File: src/rtl/rom_arb_pkg.sv
// rom_arb_pkg: shared types and image geometry for the ROM arbiter slice.
//   owner_e  - owner of a ROM read slot (IDLE / DISP / AUX)
//   tag_t    - per-slot tag carried down the read pipeline
//   IMG_W, IMG_H, ADDR_W - default QVGA image geometry
package rom_arb_pkg;

    localparam int IMG_W  = 320;
    localparam int IMG_H  = 240;
    localparam int ADDR_W = 17;

    typedef enum logic [1:0] {
        IDLE,
        DISP,
        AUX
    } owner_e;

    typedef struct packed {
        logic   valid;
        owner_e owner;
        logic   oor;
    } tag_t;

    localparam tag_t TAG_NONE = '{valid: 1'b0, owner: IDLE, oor: 1'b0};

endpackage

File: src/rtl/rom_arbiter_qvga_addr_gen.sv
// qvga_addr_gen: QVGA x/y to linear ROM address (y*320 + x) with range flag.
//   x, y      in  10-bit pixel coordinates
//   addr      out ADDR_W linear address, y*256 + y*64 + x
//   in_range  out x < IMG_W and y < IMG_H
module qvga_addr_gen
    import rom_arb_pkg::*;
#(
    parameter int IMG_W  = rom_arb_pkg::IMG_W,
    parameter int IMG_H  = rom_arb_pkg::IMG_H,
    parameter int ADDR_W = rom_arb_pkg::ADDR_W
) (
    input  logic [9:0]        x,
    input  logic [9:0]        y,
    output logic [ADDR_W-1:0] addr,
    output logic              in_range
);

    // 320 = 256 + 64, so the multiply collapses to two shifts and an add
    assign addr     = (ADDR_W'(y) << 8) + (ADDR_W'(y) << 6) + ADDR_W'(x);
    assign in_range = (x < 10'(IMG_W)) && (y < 10'(IMG_H));

endmodule

File: src/rtl/rom_arbiter.sv
// rom_arbiter: shares a registered-read image ROM between the VGA display path
// (priority, fixed latency) and an auxiliary req/gnt port; both see 3-cycle latency.
//   clk, reset_n                  clock, asynchronous active-low reset
//   disp_req, disp_x, disp_y      display request with QVGA coordinates
//   disp_valid, disp_data         display return pulse and pixel
//   disp_miss                     display slot lost to a forced aux grant
//   aux_req, aux_addr, aux_gnt    aux request, linear address, combinational grant
//   aux_rvalid, aux_rdata         aux return pulse and data
//   rom_addr, rom_data            registered ROM address / registered ROM data
// Optional build macro ROM_ARB_STARVE_GUARD_EN: forces an aux grant after
// STARVE_MAX consecutive lost slots; without it display priority is strict.
module rom_arbiter
    import rom_arb_pkg::*;
#(
    parameter int IMG_W  = rom_arb_pkg::IMG_W,
    parameter int IMG_H  = rom_arb_pkg::IMG_H,
    parameter int ADDR_W = rom_arb_pkg::ADDR_W,
    parameter int DATA_W = 16
`ifdef ROM_ARB_STARVE_GUARD_EN
    ,
    parameter int STARVE_MAX = 64
`endif
) (
    input  logic              clk,
    input  logic              reset_n,
    input  logic              disp_req,
    input  logic [9:0]        disp_x,
    input  logic [9:0]        disp_y,
    output logic              disp_valid,
    output logic [DATA_W-1:0] disp_data,
    output logic              disp_miss,
    input  logic              aux_req,
    input  logic [ADDR_W-1:0] aux_addr,
    output logic              aux_gnt,
    output logic              aux_rvalid,
    output logic [DATA_W-1:0] aux_rdata,
    output logic [ADDR_W-1:0] rom_addr,
    input  logic [DATA_W-1:0] rom_data
);

    localparam int PIX = IMG_W * IMG_H;

    logic [ADDR_W-1:0] disp_addr;
    logic [ADDR_W-1:0] rom_addr_next;
    logic              in_range;
    logic              disp_hit;
    logic              aux_oor;
    logic              force_aux;
    owner_e            state;
    owner_e            next_state;
    logic              d_valid1;
    logic              d_oor1;
    logic              a_valid1;
    logic              a_oor1;
    tag_t              dt1;
    tag_t              at1;
    tag_t              dt2;
    tag_t              at2;

    qvga_addr_gen #(
        .IMG_W (IMG_W),
        .IMG_H (IMG_H),
        .ADDR_W(ADDR_W)
    ) u_addr_gen (
        .x       (disp_x),
        .y       (disp_y),
        .addr    (disp_addr),
        .in_range(in_range)
    );

    assign disp_hit = disp_req && in_range;
    assign aux_oor  = aux_addr >= ADDR_W'(PIX);

`ifdef ROM_ARB_STARVE_GUARD_EN
    localparam int CNT_W = $clog2(STARVE_MAX + 1);

    logic [CNT_W-1:0] starve_cnt;

    // aux pending without a grant can only mean the display took the slot,
    // so the counter needs no separate display qualifier
    assign force_aux = aux_req && (starve_cnt == CNT_W'(STARVE_MAX));

    always_ff @(posedge clk or negedge reset_n) begin
        if (!reset_n)
            starve_cnt <= '0;
        else
            starve_cnt <= (aux_gnt || !aux_req) ? '0 : starve_cnt + 1'b1;
    end
`else
    assign force_aux = 1'b0;
`endif

    assign aux_gnt = aux_req && (!disp_hit || force_aux);

    // owner FSM: state register
    always_ff @(posedge clk or negedge reset_n) begin
        if (!reset_n)
            state <= IDLE;
        else
            state <= next_state;
    end

    // owner FSM: next state straight from this cycle's arbitration
    always_comb begin
        next_state = (disp_hit && !force_aux) ? DISP : aux_gnt ? AUX : IDLE;
    end

    // owner FSM: address for the slot; an out-of-range aux grant reads nothing
    always_comb begin
        rom_addr_next = (next_state == DISP)             ? disp_addr :
                        (next_state == AUX && !aux_oor)  ? aux_addr  : rom_addr;
    end

    // stage 1 takes its owner from the FSM register, so only the flags are stored here
    assign dt1 = '{valid: d_valid1, owner: state, oor: d_oor1};
    assign at1 = '{valid: a_valid1, owner: state, oor: a_oor1};

    always_ff @(posedge clk or negedge reset_n) begin
        if (!reset_n) begin
            rom_addr <= '0;
            d_valid1 <= 1'b0;
            d_oor1   <= 1'b0;
            a_valid1 <= 1'b0;
            a_oor1   <= 1'b0;
            dt2      <= TAG_NONE;
            at2      <= TAG_NONE;
        end else begin
            rom_addr <= rom_addr_next;
            d_valid1 <= disp_req;
            d_oor1   <= !in_range;
            a_valid1 <= aux_gnt;
            a_oor1   <= aux_oor;
            dt2      <= dt1;
            at2      <= at1;
        end
    end

    // a display return carries ROM data only if the display owned its slot
    always_ff @(posedge clk or negedge reset_n) begin
        if (!reset_n) begin
            disp_valid <= 1'b0;
            disp_data  <= '0;
            aux_rvalid <= 1'b0;
            aux_rdata  <= '0;
        end else begin
            disp_valid <= dt2.valid;
            aux_rvalid <= at2.valid;
            if (dt2.valid)
                disp_data <= (dt2.owner == DISP && !dt2.oor) ? rom_data : '0;
            if (at2.valid)
                aux_rdata <= (at2.owner == AUX && !at2.oor) ? rom_data : '0;
        end
    end

`ifdef ROM_ARB_STARVE_GUARD_EN
    // an in-range display request whose slot went to aux is a miss
    always_ff @(posedge clk or negedge reset_n) begin
        if (!reset_n)
            disp_miss <= 1'b0;
        else
            disp_miss <= dt2.valid && dt2.owner == AUX && !dt2.oor;
    end
`else
    assign disp_miss = 1'b0;
`endif

endmodule

File: config.mk
export PLATFORM = sky130hd
export DESIGN_NAME = rom_arbiter
export DESIGN_NICKNAME = d
export VERILOG_FILES = /design/src/rtl/rom_arb_pkg.sv /design/src/rtl/rom_arbiter_qvga_addr_gen.sv /design/src/rtl/rom_arbiter.sv
export SDC_FILE = /design/constraint.sdc
export NUM_CORES = 1
export LEC_CHECK = 0
export ABC_AREA = 1
export ABC_CLOCK_PERIOD_IN_PS = 2300
export BUFFER_PORTS_ARGS = -buffer_cell sky130_fd_sc_hd__buf_2
export CAP_MARGIN = 10
export CORE_MARGIN = 2
export CORE_UTILIZATION = 35
export CTS_CLUSTER_DIAMETER = 200
export CTS_CLUSTER_SIZE = 40
export DETAILED_ROUTE_END_ITERATION = 8
export PLACE_DENSITY = 0.64
export SETUP_SLACK_MARGIN = 0.3
export SYNTH_ARGS = -nofsm -noshare
export SYNTH_HDL_FRONTEND = slang
export SYNTH_SLANG_ARGS = --single-unit
File: constraint.sdc
create_clock -name clk -period 2.3 [get_ports clk]
set_input_delay 0.46 -clock clk [delete_from_list [all_inputs] [get_ports clk]]
set_output_delay 0.46 -clock clk [all_outputs]
set_load 0.03 [all_outputs]
# Word-level counts from Yosys, hierarchy flattened
# Cells that the tools add are included.
[classes]
addsub = 2
magnitude_cmp = 3
n_eq_ne = 4
n_mux = 6
n_reduce_logical = 12
[op_table]
columns = ["operator", "n"]
rows = [
  ["17-bit 2-to-1 mux", 2],
  ["16-bit 2-to-1 mux", 2],
  ["17-bit by 10-bit adder with 17-bit output", 1],
  ["17-bit by 16-bit adder with 17-bit output", 1],
  ["17-bit >= comparator (second input constant)", 1],
  ["10-bit by 8-bit less-than comparator with 1-bit output (second input constant)", 1],
  ["10-bit by 9-bit less-than comparator with 1-bit output (second input constant)", 1],
  ["1-bit logical AND", 6],
  ["1-bit zero test", 5],
  ["2-bit by 1-bit equality test with 1-bit output (second input constant)", 2],
  ["2-bit equality test (second input constant)", 2],
  ["2-bit 2-to-1 mux", 2],
  ["2-bit nonzero test", 1],
]
[word_totals]
reg_bits = 63
elab_cells = 42

# Depth between registers and ports, before layout
# Gate-level depths: netlist of the first run.
[depth]
word_depth = 11
ltp_mapped = 14

# Cells and area by module
# A second synthesis of the first run with hierarchy kept.
[hier_totals]
hier_cells = 371
hier_area_um2 = 3200.6
[modules_own_cells]
columns = ["module", "n_inst", "cells_each", "area_each_um2", "seq_area_each_um2"]
rows = [
  ["rom_arbiter", 1, 262, 2506.2, 1526.5],
  ["qvga_addr_gen", 1, 109, 694.4, 0.0],
]

# Least setup slack after synthesis of the first run
# No wires, ideal clock.
[synth_path]
path_kind = "input to register"
start = "input port disp_x[8]"
end = "register rom_addr[15]"
setup_time_ns = 0.116
t_arrival_ns = 2.118
required_ns = 2.184
path_slack_ns = 0.065
stages = 9
path_buffers = 0
path_cell_list = "inv_1 fa_1 fa_1 o21ai_0 nand2_1 nand3_1 nand3_1 nand2_1 nand2_1"
[synth_via]
elab_chain_cells = 10
[synth_lines]
columns = ["item", "line", "rtl"]
rows = [
  ["start, declared", "rom_arbiter.sv:27", "input logic [9:0] disp_x,"],
  ["10-bit by 9-bit less-than comparator with 1-bit output", "rom_arbiter_qvga_addr_gen.sv:20", "assign in_range = (x < 10'(IMG_W)) && (y < 10'(IMG_H));"],
  ["1-bit logical AND", "rom_arbiter_qvga_addr_gen.sv:20", ""],
  ["1-bit logical AND", "rom_arbiter.sv:71", "assign disp_hit = disp_req && in_range;"],
  ["1-bit zero test", "rom_arbiter.sv:93", "assign aux_gnt = aux_req && (!disp_hit || force_aux);"],
  ["1-bit logical AND", "rom_arbiter.sv:93", ""],
  ["2-bit 2-to-1 mux (2 in series)", "rom_arbiter.sv:105", "next_state = (disp_hit && !force_aux) ? DISP : aux_gnt ? AUX : IDLE;"],
  ["2-bit equality test", "rom_arbiter.sv:111", "(next_state == AUX && !aux_oor) ? aux_addr : rom_addr;"],
  ["1-bit logical AND", "rom_arbiter.sv:111", ""],
  ["2-bit nonzero test (no line)", "-", ""],
  ["end signal, assigned", "rom_arbiter.sv:128", "rom_addr <= rom_addr_next;"],
  ["end, declared", "rom_arbiter.sv:37", "output logic [ADDR_W-1:0] rom_addr,"],
]
# Several ways; a longest one is shown, not always the timed one.
# A chain may end at the register's enable or synchronous reset.

# Final worst setup path of the first run
[layout_path]
start = "input port disp_x[8]"
end = "register rom_addr[12]"
# The elaborated chain is that of the path after synthesis.

==> impl_metrics.toml, run 1 <==
[status]
status = "finished with violations"
violations = "design-rule violations"

[die]
num_rows = 34
core_mm2 = 0.00881
ios = 110
dieHeight_um = 99.9
die_w_um = 99.9
dieArea_mm2 = 0.00998
start_util = 0.365

[placement]
port-buffer-count = 108
dp.cells = 571
routabilityCongestion = 0.777
dp_hpwl_mm = 5.81

[cells_and_area]
drive_above_1_share = 0.311
diodes = 0
stdcell_count = 587
area_growth_pct = 27.2
multi_input_area_mm2 = 0.00142
nNetsFinal = 551
final_util = 0.465
fillers = 881
regArea_mm2 = 0.00153

[grt]
antenna_found_initial = 0
top_usage_layer = "met2"
use_met1 = 0.208
grtUsageMet3 = 0.0279
overflow = 0
grt_max_degree = 36
gr-usage-met2 = 0.266
track_usage = 0.160
grt_pass1_vias = 2688
grt_pass1_wl_mm = 12.7

[sta]
hold_viol = 0
finalSetupTns_ns = 0
period_minus_slack_ns = 1.89
skew_ns = 0.00780
rsz0062_at_grt = "yes"
min_period_over_period = 0.821
fmax_mhz = 529
tightestPinTransition_ns = 0.725
setup_viol = 0
drv_slew = 0
slew_headroom = 0.516

[clock_network]
hold_buffers = 0
cts.sinks = 61
root_buffer = "clkbuf_8"
worstSkewPairLatency_ns = 0.34
tritoncts = "done"
cts_htree_levels = 3
clk_pin_slew_ns = 0.07
cts_made_buffers = 9
clockBufferDepth = 2

[routing]
wl_mm = 7.68
drc = 1
drt_iter0_markers = 91
routedWlPerCell_um = 13.1
dr.pass1.iters = 6
ant_nets = 0
routed_via_density = 4.80
route.vias.total = 2816

[flow_run]
cap_violations = 0

[critical_path]
worst_path_max_delay_cell = "fa_2"
slowest_delay_ns = 0.61
path_cells = "buf_2 > inv_1 > fa_2 > inv_1 > ha_1 > nand3_1 > nand3_2 > nand2_1 > nand2_1 > nand2_1 > nand3_1 > nand2_1 > nand2_1"
crit_required_ns = 2.52
cp.arrival_ns = 2.11
startpoint_type = "primary input"
cp-end-kind = "flop"
cp_top_family = "adder cells"
timing_worst_setup_path_type = "primary input to flop"
cp_common_cell = "nand2_1"
path_max_fanout = 3
critical_path_buf_inv_count = 3

[synth]
netlist_instances = 363
syn-num-nets = 440
synthFlopType = "dfrtp_1"
async_flop_share = 1.00
yosys_warnings = 0
synth.avg_cell_area_um2 = 8.87
synth_edf_count = 0
syn_area_mm2 = 0.00322
ys_seq_elements = 61
synth.yosys.seq_area_share = 0.474
yosysUniqueCellTypes = 34

[min_path]
hold_class = "primary input to asynchronous set/reset pin"

[pwr]
power.leakage_uw = 0.00226
p_per_area_mw_per_mm2 = 693
max-vdd-ir-drop_mv = 0.215
-- cell families (layout without fill, tap and decap cells) --
kind of cell | Yosys count | in the layout | synth area share
AND/OR/NAND/NOR | 162 | 162 | 0.230
buffers and inverters | 73 | 189 | 0.0999
flip-flops | 61 | 61 | 0.474
AO/OA/AOI/OAI | 42 | 42 | 0.0991
adder cells (fa/ha/maj) | 20 | 20 | 0.0848
XOR/XNOR | 4 | 4 | 0.0109
other | 1 | 1 | 0.00117
-- power by group --
part	total (uW)	internal (uW)	switching, uW
registers	1210	1160	47.4
logic	732	255	477
clock network	897	500	397
-- final timing paths --
| path | slack (ns) | endpoint | startpoint | cells after the start |
|---|---|---|---|---|
| worst max-delay path | 0.41 | rom_addr[12] | disp_x[8] | 13 |
| worst min-delay path | 0.14 | aux_rdata[9] | reset_n | 1 |
| worst max register to register | 0.82 | aux_rdata[15] | at2[2] | 3 |
| worst min register to register | 0.35 | dt2[0] | d_oor1 | 0 |
| max in group asynchronous | 1.56 | aux_rdata[15] | reset_n | 2 |
| min in group clk | 0.30 | d_valid1 | disp_req | 1 |
-- cell usage after synthesis, types with 2 or more instances --
cell type | number | area [um^2]
buf_6 | 2 | 22.5
buf_2 | 4 | 20.0
o22ai_1 | 16 | 100
nand3_1 | 29 | 145
a21oi_1 | 5 | 25.0
nand4_1 | 7 | 43.8
nor2_1 | 7 | 26.3
ha_1 | 17 | 213
clkinv_1 | 2 | 7.51
clkbuf_1 | 5 | 18.8
inv_1 | 56 | 210
a32o_1 | 16 | 160
fa_1 | 3 | 60.1
nand2_1 | 107 | 402
nand3_4 | 2 | 35.0
xor2_1 | 4 | 35.0
dfrtp_1 | 61 | 1530
nand2_2 | 4 | 25.0
-- final cells by class --
| class | instances | area share |
|---|---|---|
| Inverter | 60 | 0.0587 |
| Sequential cell | 61 | 0.373 |
| Timing Repair Buffer | 113 | 0.145 |
| Clock inverter | 4 | 0.0119 |
| Tap cell | 108 | 0.0330 |
| Multi-Input combinational cell | 229 | 0.346 |
| Clock buffer | 12 | 0.0330 |
-- placed cells by master, fill, tap and decap left out, drive strengths merged, types with 5 or more instances in the layout --
cell / netlist / routed
buf: 8 / 112
nand2: 112 / 112
dfrtp: 61 / 61
inv: 58 / 58
nand3: 31 / 31
ha: 17 / 17
o22ai: 16 / 16
a32o: 16 / 16
clkbuf: 5 / 13
nor2: 9 / 9
nand4: 8 / 8
a21oi: 5 / 5
clkinv: 2 / 5
-- layer usage --
| metal | routed length [um] | vias up |
|---|---|---|
| met5 | 0 | - |
| met4 | 106 | 0 |
| met3 | 417 | 11 |
| met2 | 3630 | 83 |
| met1 | 3530 | 1315 |
| li1 | - | 1407 |
-- worst reg2reg max path, stage by stage, from the launching register on --
cell and delay, ns:
dfrtp_1 0.34, clkinv_1 0.19, nor2_2 0.62, a32o_1 0.27
-- sequential cells by signal (all words and copies together), names as in the netlist --
name / count
a_oor1: 1
a_valid1: 1
at2: 3
aux_rdata: 16
aux_rvalid: 1
d_oor1: 1
d_valid1: 1
disp_data: 16
disp_valid: 1
dt2: 2
rom_addr: 17
state: 1
-- timing repair --
action                                  4_1_cts  5_1_grt
setup buffers                                 0        0
hold endpoints to repair                      0        0
resized for setup                             0        7
endpoints found under the setup margin        0        5
-- stage by stage --
stage / setup WS (ns) / instance area, um^2 / power [uW] / hold WS [ns]
detailed placement: 0.00271 / 3870 / 1940 / 0.335
floorplan: 0.298 / 3240 / 1700 / 0.164
global route: 0.288 / 4090 / 3000 / 0.196
global placement: 0.0459 / 3870 / 1930 / 0.332
finish: 0.411 / 4090 / 2840 / 0.138
CTS: 0.357 / 4060 / 2850 / 0.156
No activity file was read; power rests on OpenSTA's default activity.
==> inputs of run 2 (changes only) <==
Settings changed: ABC_CLOCK_PERIOD_IN_PS 2300 to 1600, PLACE_DENSITY 0.64 to 0.66.
Clock period 2.3 ns to 1.6 ns, I/O delays scaled along.
==> run 2 against run 1 <==
The flow finishes with violations (design-rule violations, negative setup slack). Wire length rose by 7.0%. Clock power increased by 58%. Critical path depth decreased by 3. Clock skew grew 0.0021 ns. Flip-flop and latch count unchanged. Global-route usage up 0.32 points. First-iteration DRC count up 18%. Critical path type unchanged. Critical endpoint is now rom_addr[13]. Largest cell class is now multi-input gates.
==> impl_metrics.toml, run 2 (same netlist as run 1, synthesis figures left out) <==
[status]
status = "finished with violations"
violations = "design-rule violations, negative setup slack"

[sta]
min_period_over_period = 1.04
hold_viol = 0
setup_viol = 5
rsz0062_at_grt = "yes"
fmax_mhz = 601
drv_slew = 0
skew_ns = 0.00986
finalSetupTns_ns = -0.187
period_minus_slack_ns = 1.66
final.setup.worst_slack_ns = -0.0632

[pwr]
pwr-share-clk = 0.321
max-vdd-ir-drop_mv = 0.365
internal_power_uw = 3010
power.leakage_uw = 0.00248
switching_share = 0.318
p_sw_uw = 1410
seq_power_share = 0.393
p_per_area_mw_per_mm2 = 951
combPwrFrac = 0.285

[cells_and_area]
mostFrequentLayoutCell = "buf_2"
nNetsFinal = 580
regMostFlops = "rom_addr"
largest_reg_flops = 17
final_util = 0.528
drive_above_1_share = 0.421
regArea_mm2 = 0.00153
diodes = 0
fillers = 815
reg.largest.list = "rom_addr: 17 flops, aux_rdata: 16 flops, disp_data: 16 flops"
final_cell_mix = "buf_2 (101), nand2_1 (93), dfrtp_1 (61)"
multi_input_area_mm2 = 0.00160
area_growth_pct = 44.5

[die]
ios = 110
start_util = 0.365
num_rows = 34
dieArea_mm2 = 0.00998
dieHeight_um = 99.9
core_mm2 = 0.00881
die_w_um = 99.9

[grt]
overflow = 0
antenna_found_initial = 0
grt_max_degree = 62
grt_pass1_vias = 2816
track_usage = 0.163
grt_pass1_wl_mm = 12.9

[routing]
drc = 1
route.vias.total = 2979
dr.pass1.iters = 6
routedWlPerCell_um = 13.4
drt_iter0_markers = 107
routed_via_density = 4.84
wl_mm = 8.22
ant_nets = 0

[placement]
port-buffer-count = 108
routabilityCongestion = 0.841
dp_hpwl_mm = 6.01
place_ws_ns = -0.507

[flow_run]
cap_violations = 0

[critical_path]
path_max_fanout = 5
worst_path_max_delay_cell = "fa_1"
cp-end-kind = "flop"
cp.arrival_ns = 1.88
crit_required_ns = 1.82
path_cells = "buf_8 > fa_1 > ha_4 > nand2_4 > o21ai_4 > nand2_1 > nand3_1 > nand3_1 > nand2_1 > nand2_1"
slowest_delay_ns = 0.52
timing_worst_setup_path_type = "primary input to flop"
startpoint_type = "primary input"
cp_common_cell = "nand2_1"

[clock_network]
cts_made_buffers = 9
root_buffer = "clkbuf_8"
clockBufferDepth = 2
worstSkewPairLatency_ns = 0.33
cts_htree_levels = 3
cts.sinks = 61
clk_pin_slew_ns = 0.07
tritoncts = "done"

[min_path]
hold_class = "primary input to flop"
-- run 2: cell count changes in the layout (fill, tap and decap cells not counted), moves of 3 or more --
cell | before | now
inv_2 | 0 | 4
buf_8 | 0 | 4
ha_1 | 15 | 12
ha_4 | 2 | 5
inv_1 | 55 | 50
nand3_2 | 1 | 9
nand2_2 | 5 | 16
nand2_1 | 106 | 93
buf_6 | 0 | 9
buf_2 | 107 | 101
buf_4 | 4 | 24
clkbuf_8 | 9 | 12
nand3_1 | 28 | 18
-- run 2: worst paths after layout --
path / startpoint / endpoint / slack [ns] / cells after the start
worst min-delay path: disp_req / d_valid1 / 0.18 / 1
worst max-delay path: disp_y[1] / rom_addr[13] / -0.06 / 10
worst max register to register: at2[2] / aux_rdata[15] / 0.42 / 4
min in group asynchronous: reset_n / disp_data[4] / 0.53 / 3
max in group asynchronous: reset_n / state[0] / 0.79 / 3
worst min register to register: state[0] / at2[1] / 0.35 / 0
-- run 2: repair_timing --
item | 4_1_cts | 5_1_grt
pin swaps | 12 | 23
resized for setup | 23 | 47
setup buffers | 3 | 2
cloned | 0 | 0
endpoints found under the setup margin | 10 | 36
hold endpoints to repair | 11 | 0
hold buffers | 1 | 0
-- run 2: power by group through the flow --
stage | clock network, uW | registers, uW | logic (uW)
6_report | 1420 | 1740 | 1260
5_1_grt | 1530 | 1750 | 1380
4_1_cts | 1460 | 1740 | 1200
3_5_place_dp | 0 | 1770 | 1130
3_3_place_gp | 0 | 1760 | 1120
2_1_floorplan | 0 | 1990 | 473
-- run 2: critical path: cells and delay by family --
| kind | cells | cell delay [ns] |
|---|---|---|
| AND/OR/NAND/NOR | 6 | 0.41 |
| AO/OA/AOI/OAI | 1 | 0.19 |
| buffers and inverters | 1 | 0.10 |
| adder cells (fa/ha/maj) | 2 | 0.87 |
-- run 2: cell type report --
class / instances / area share
Multi-Input combinational cell: 229 / 0.344
Clock inverter: 3 / 0.00915
Tap cell: 108 / 0.0291
Inverter: 60 / 0.0557
Sequential cell: 61 / 0.328
Clock buffer: 13 / 0.0363
Timing Repair Buffer: 142 / 0.197
-- run 2: per-stage QoR --
| stage | area, um^2 | hold slack, ns | instances | total power [uW] |
|---|---|---|---|---|
| after floorplan | 3270 | 0.0244 | 363 | 2470 |
| after global placement | 4090 | 0.331 | 594 | 2880 |
| after detailed placement | 4090 | 0.335 | 594 | 2900 |
| after CTS | 4450 | 0.152 | 614 | 4400 |
| after global routing | 4650 | 0.158 | 616 | 4670 |
| final | 4650 | 0.179 | 616 | 4420 |
-- run 2: layer usage --
layer  wire length (um)  track usage
met1               3480        0.193
met2               4210        0.292
met3                480       0.0425
met4                 51       0.0474
met5                  0            0
==> inputs of run 3 (changes only) <==
Settings changed: CORE_MARGIN 2 to default, REMOVE_ABC_BUFFERS from default to 1.
==> run 3 against run 2 <==
The flow still finishes with violations (design-rule violations, negative setup slack). Combinational power about the same. Critical path depth increased by 3. Wire length increased by 0.88%. Count of clock-buffer cells in the layout decreased by 2. Clock power decreased by 3%. Final cell count increased by 0.97%. Fmax decreased by 1.4%. Sequential power about the same. Register-to-register slack improved by 0.07 ns. Critical path type unchanged. Largest cell class unchanged. Highest routed layer unchanged.
==> impl_metrics.toml, run 3 (same netlist as run 1, synthesis figures left out) <==
[status]
status = "finished with violations"
violations = "design-rule violations, negative setup slack"

[sta]
period_minus_slack_ns = 1.69
rsz0062_at_grt = "yes"
setup_viol = 6
drv_slew = 0
hold_viol = 0
skew_ns = 0.00596
fmax_mhz = 593
min_period_over_period = 1.05
finalSetupTns_ns = -0.296
final.setup.worst_slack_ns = -0.0876

[grt]
top_usage_layer = "met2"
track_usage = 0.174
gr-usage-met2 = 0.297
overflow = 0
antenna_found_initial = 0
grt_pass1_wl_mm = 13.2
grtUsageMet3 = 0.0344
grt_max_degree = 62
grt_pass1_vias = 2863
use_met1 = 0.212

[die]
core_mm2 = 0.00881
num_rows = 34
dieHeight_um = 97.9
ios = 110
start_util = 0.365
dieArea_mm2 = 0.00958
die_w_um = 97.9

[critical_path]
cp.arrival_ns = 1.96
slowest_delay_ns = 0.59
cp-end-kind = "flop"
crit_required_ns = 1.87
path_cells = "buf_6 > inv_2 > fa_2 > inv_2 > ha_4 > nand2_1 > nor2_1 > nand3_1 > nand3_1 > nand2_1 > nand3_1 > nand2_1 > nand2_1"
cp_common_cell = "nand2_1"
timing_worst_setup_path_type = "primary input to flop"
worst_path_max_delay_cell = "fa_2"
startpoint_type = "primary input"
path_max_fanout = 2
reg2regPathDepth = 4

[min_path]
hold_depth = 1
hold_class = "primary input to flop"

[clock_network]
worstSkewPairLatency_ns = 0.33
cts.sinks = 61
tritoncts = "done"
cts_htree_levels = 3
cts_made_buffers = 9
clockBufferDepth = 2
root_buffer = "clkbuf_8"
clk_pin_slew_ns = 0.06

[placement]
dp_hpwl_mm = 5.85
port-buffer-count = 108
routabilityCongestion = 0.752
place_ws_ns = -0.718

[routing]
routedWlPerCell_um = 13.3
routed_via_density = 4.77
drc = 12
ant_nets = 0
route.vias.total = 2969
drt_iter0_markers = 85
wl_mm = 8.30
dr.pass1.iters = 7

[pwr]
p_per_area_mw_per_mm2 = 937
p_total_uw = 4400
power.leakage_uw = 0.00250
max-vdd-ir-drop_mv = 0.309

[cells_and_area]
regMostFlops = "rom_addr"
final_cell_mix = "buf_2 (100), nand2_1 (91), dfrtp_1 (61)"
largest_reg_flops = 17
area_growth_pct = 45.9
reg.largest.list = "rom_addr: 17 flops, aux_rdata: 16 flops, disp_data: 16 flops"
diodes = 0
drive_above_1_share = 0.440
mostFrequentLayoutCell = "buf_2"
fillers = 833
regArea_mm2 = 0.00153
nNetsFinal = 587
multi_input_area_mm2 = 0.00161

[flow_run]
cap_violations = 0
==> run 3: stage by stage <==
| step | utilization | hold slack (ns) | area, um^2 | std cells |
|---|---|---|---|---|
| 6_report | 0.533 | 0.156 | 4690 | 622 |
| 5_1_grt | 0.533 | 0.144 | 4690 | 622 |
| 4_1_cts | 0.508 | 0.137 | 4470 | 619 |
| 3_5_place_dp | 0.465 | 0.335 | 4090 | 601 |
| 3_3_place_gp | 0.465 | 0.332 | 4090 | 601 |
| 2_1_floorplan | - | 0.0244 | 3130 | 350 |
==> run 3: what timing repair did <==
action	4_1_cts	5_1_grt
endpoints found under the setup margin	14	18
gates resized for setup	36	43
buffers inserted	2	2
hold buffers	1	0
endpoints found under the hold margin	21	0
pin swaps	19	23
gates cloned	0	1
==> run 3: path summary, 6_finish.rpt <==
check / from / endpoint / slack (ns)
hold reg to reg: state[0] / at2[1] / 0.34
setup reg to reg: at2[2] / aux_rdata[4] / 0.49
min in group asynchronous: reset_n / disp_data[9] / 0.54
max in group asynchronous: reset_n / d_valid1 / 0.78
setup / recovery: disp_x[8] / rom_addr[16] / -0.09
hold / removal: disp_req / d_valid1 / 0.16
==> run 3: worst max-delay path, delay by kind of cell <==
family	cells	cell delay [ns]
buffers and inverters	3	0.15
AND/OR/NAND/NOR	8	0.62
adder cells (fa/ha/maj)	2	0.85
==> run 3: per-layer routing <==
layer,vias to the layer above,share of wire
li1,1478,-
met2,94,0.51
met3,9,0.059
met1,1388,0.42
met5,-,0
met4,0,0.016
==> run 3: area by class of cell <==
class | instances | share of cell area
clock inverters | 4 | 0.0101
repair buffers | 149 | 0.211
clock buffers | 11 | 0.0322
flip-flops and latches | 61 | 0.325
inverters | 60 | 0.0512
multi-input cells | 229 | 0.342
well taps | 108 | 0.0288
==> run 3: power breakdown <==
group | switching (uW) | internal, uW | total, uW | leakage, uW
logic | 758 | 531 | 1290 | 0.00162
registers | 68.5 | 1670 | 1740 | 0.000779
clock network | 585 | 790 | 1380 | 0.000101
total | 1410 | 2990 | 4400 | 0.00250
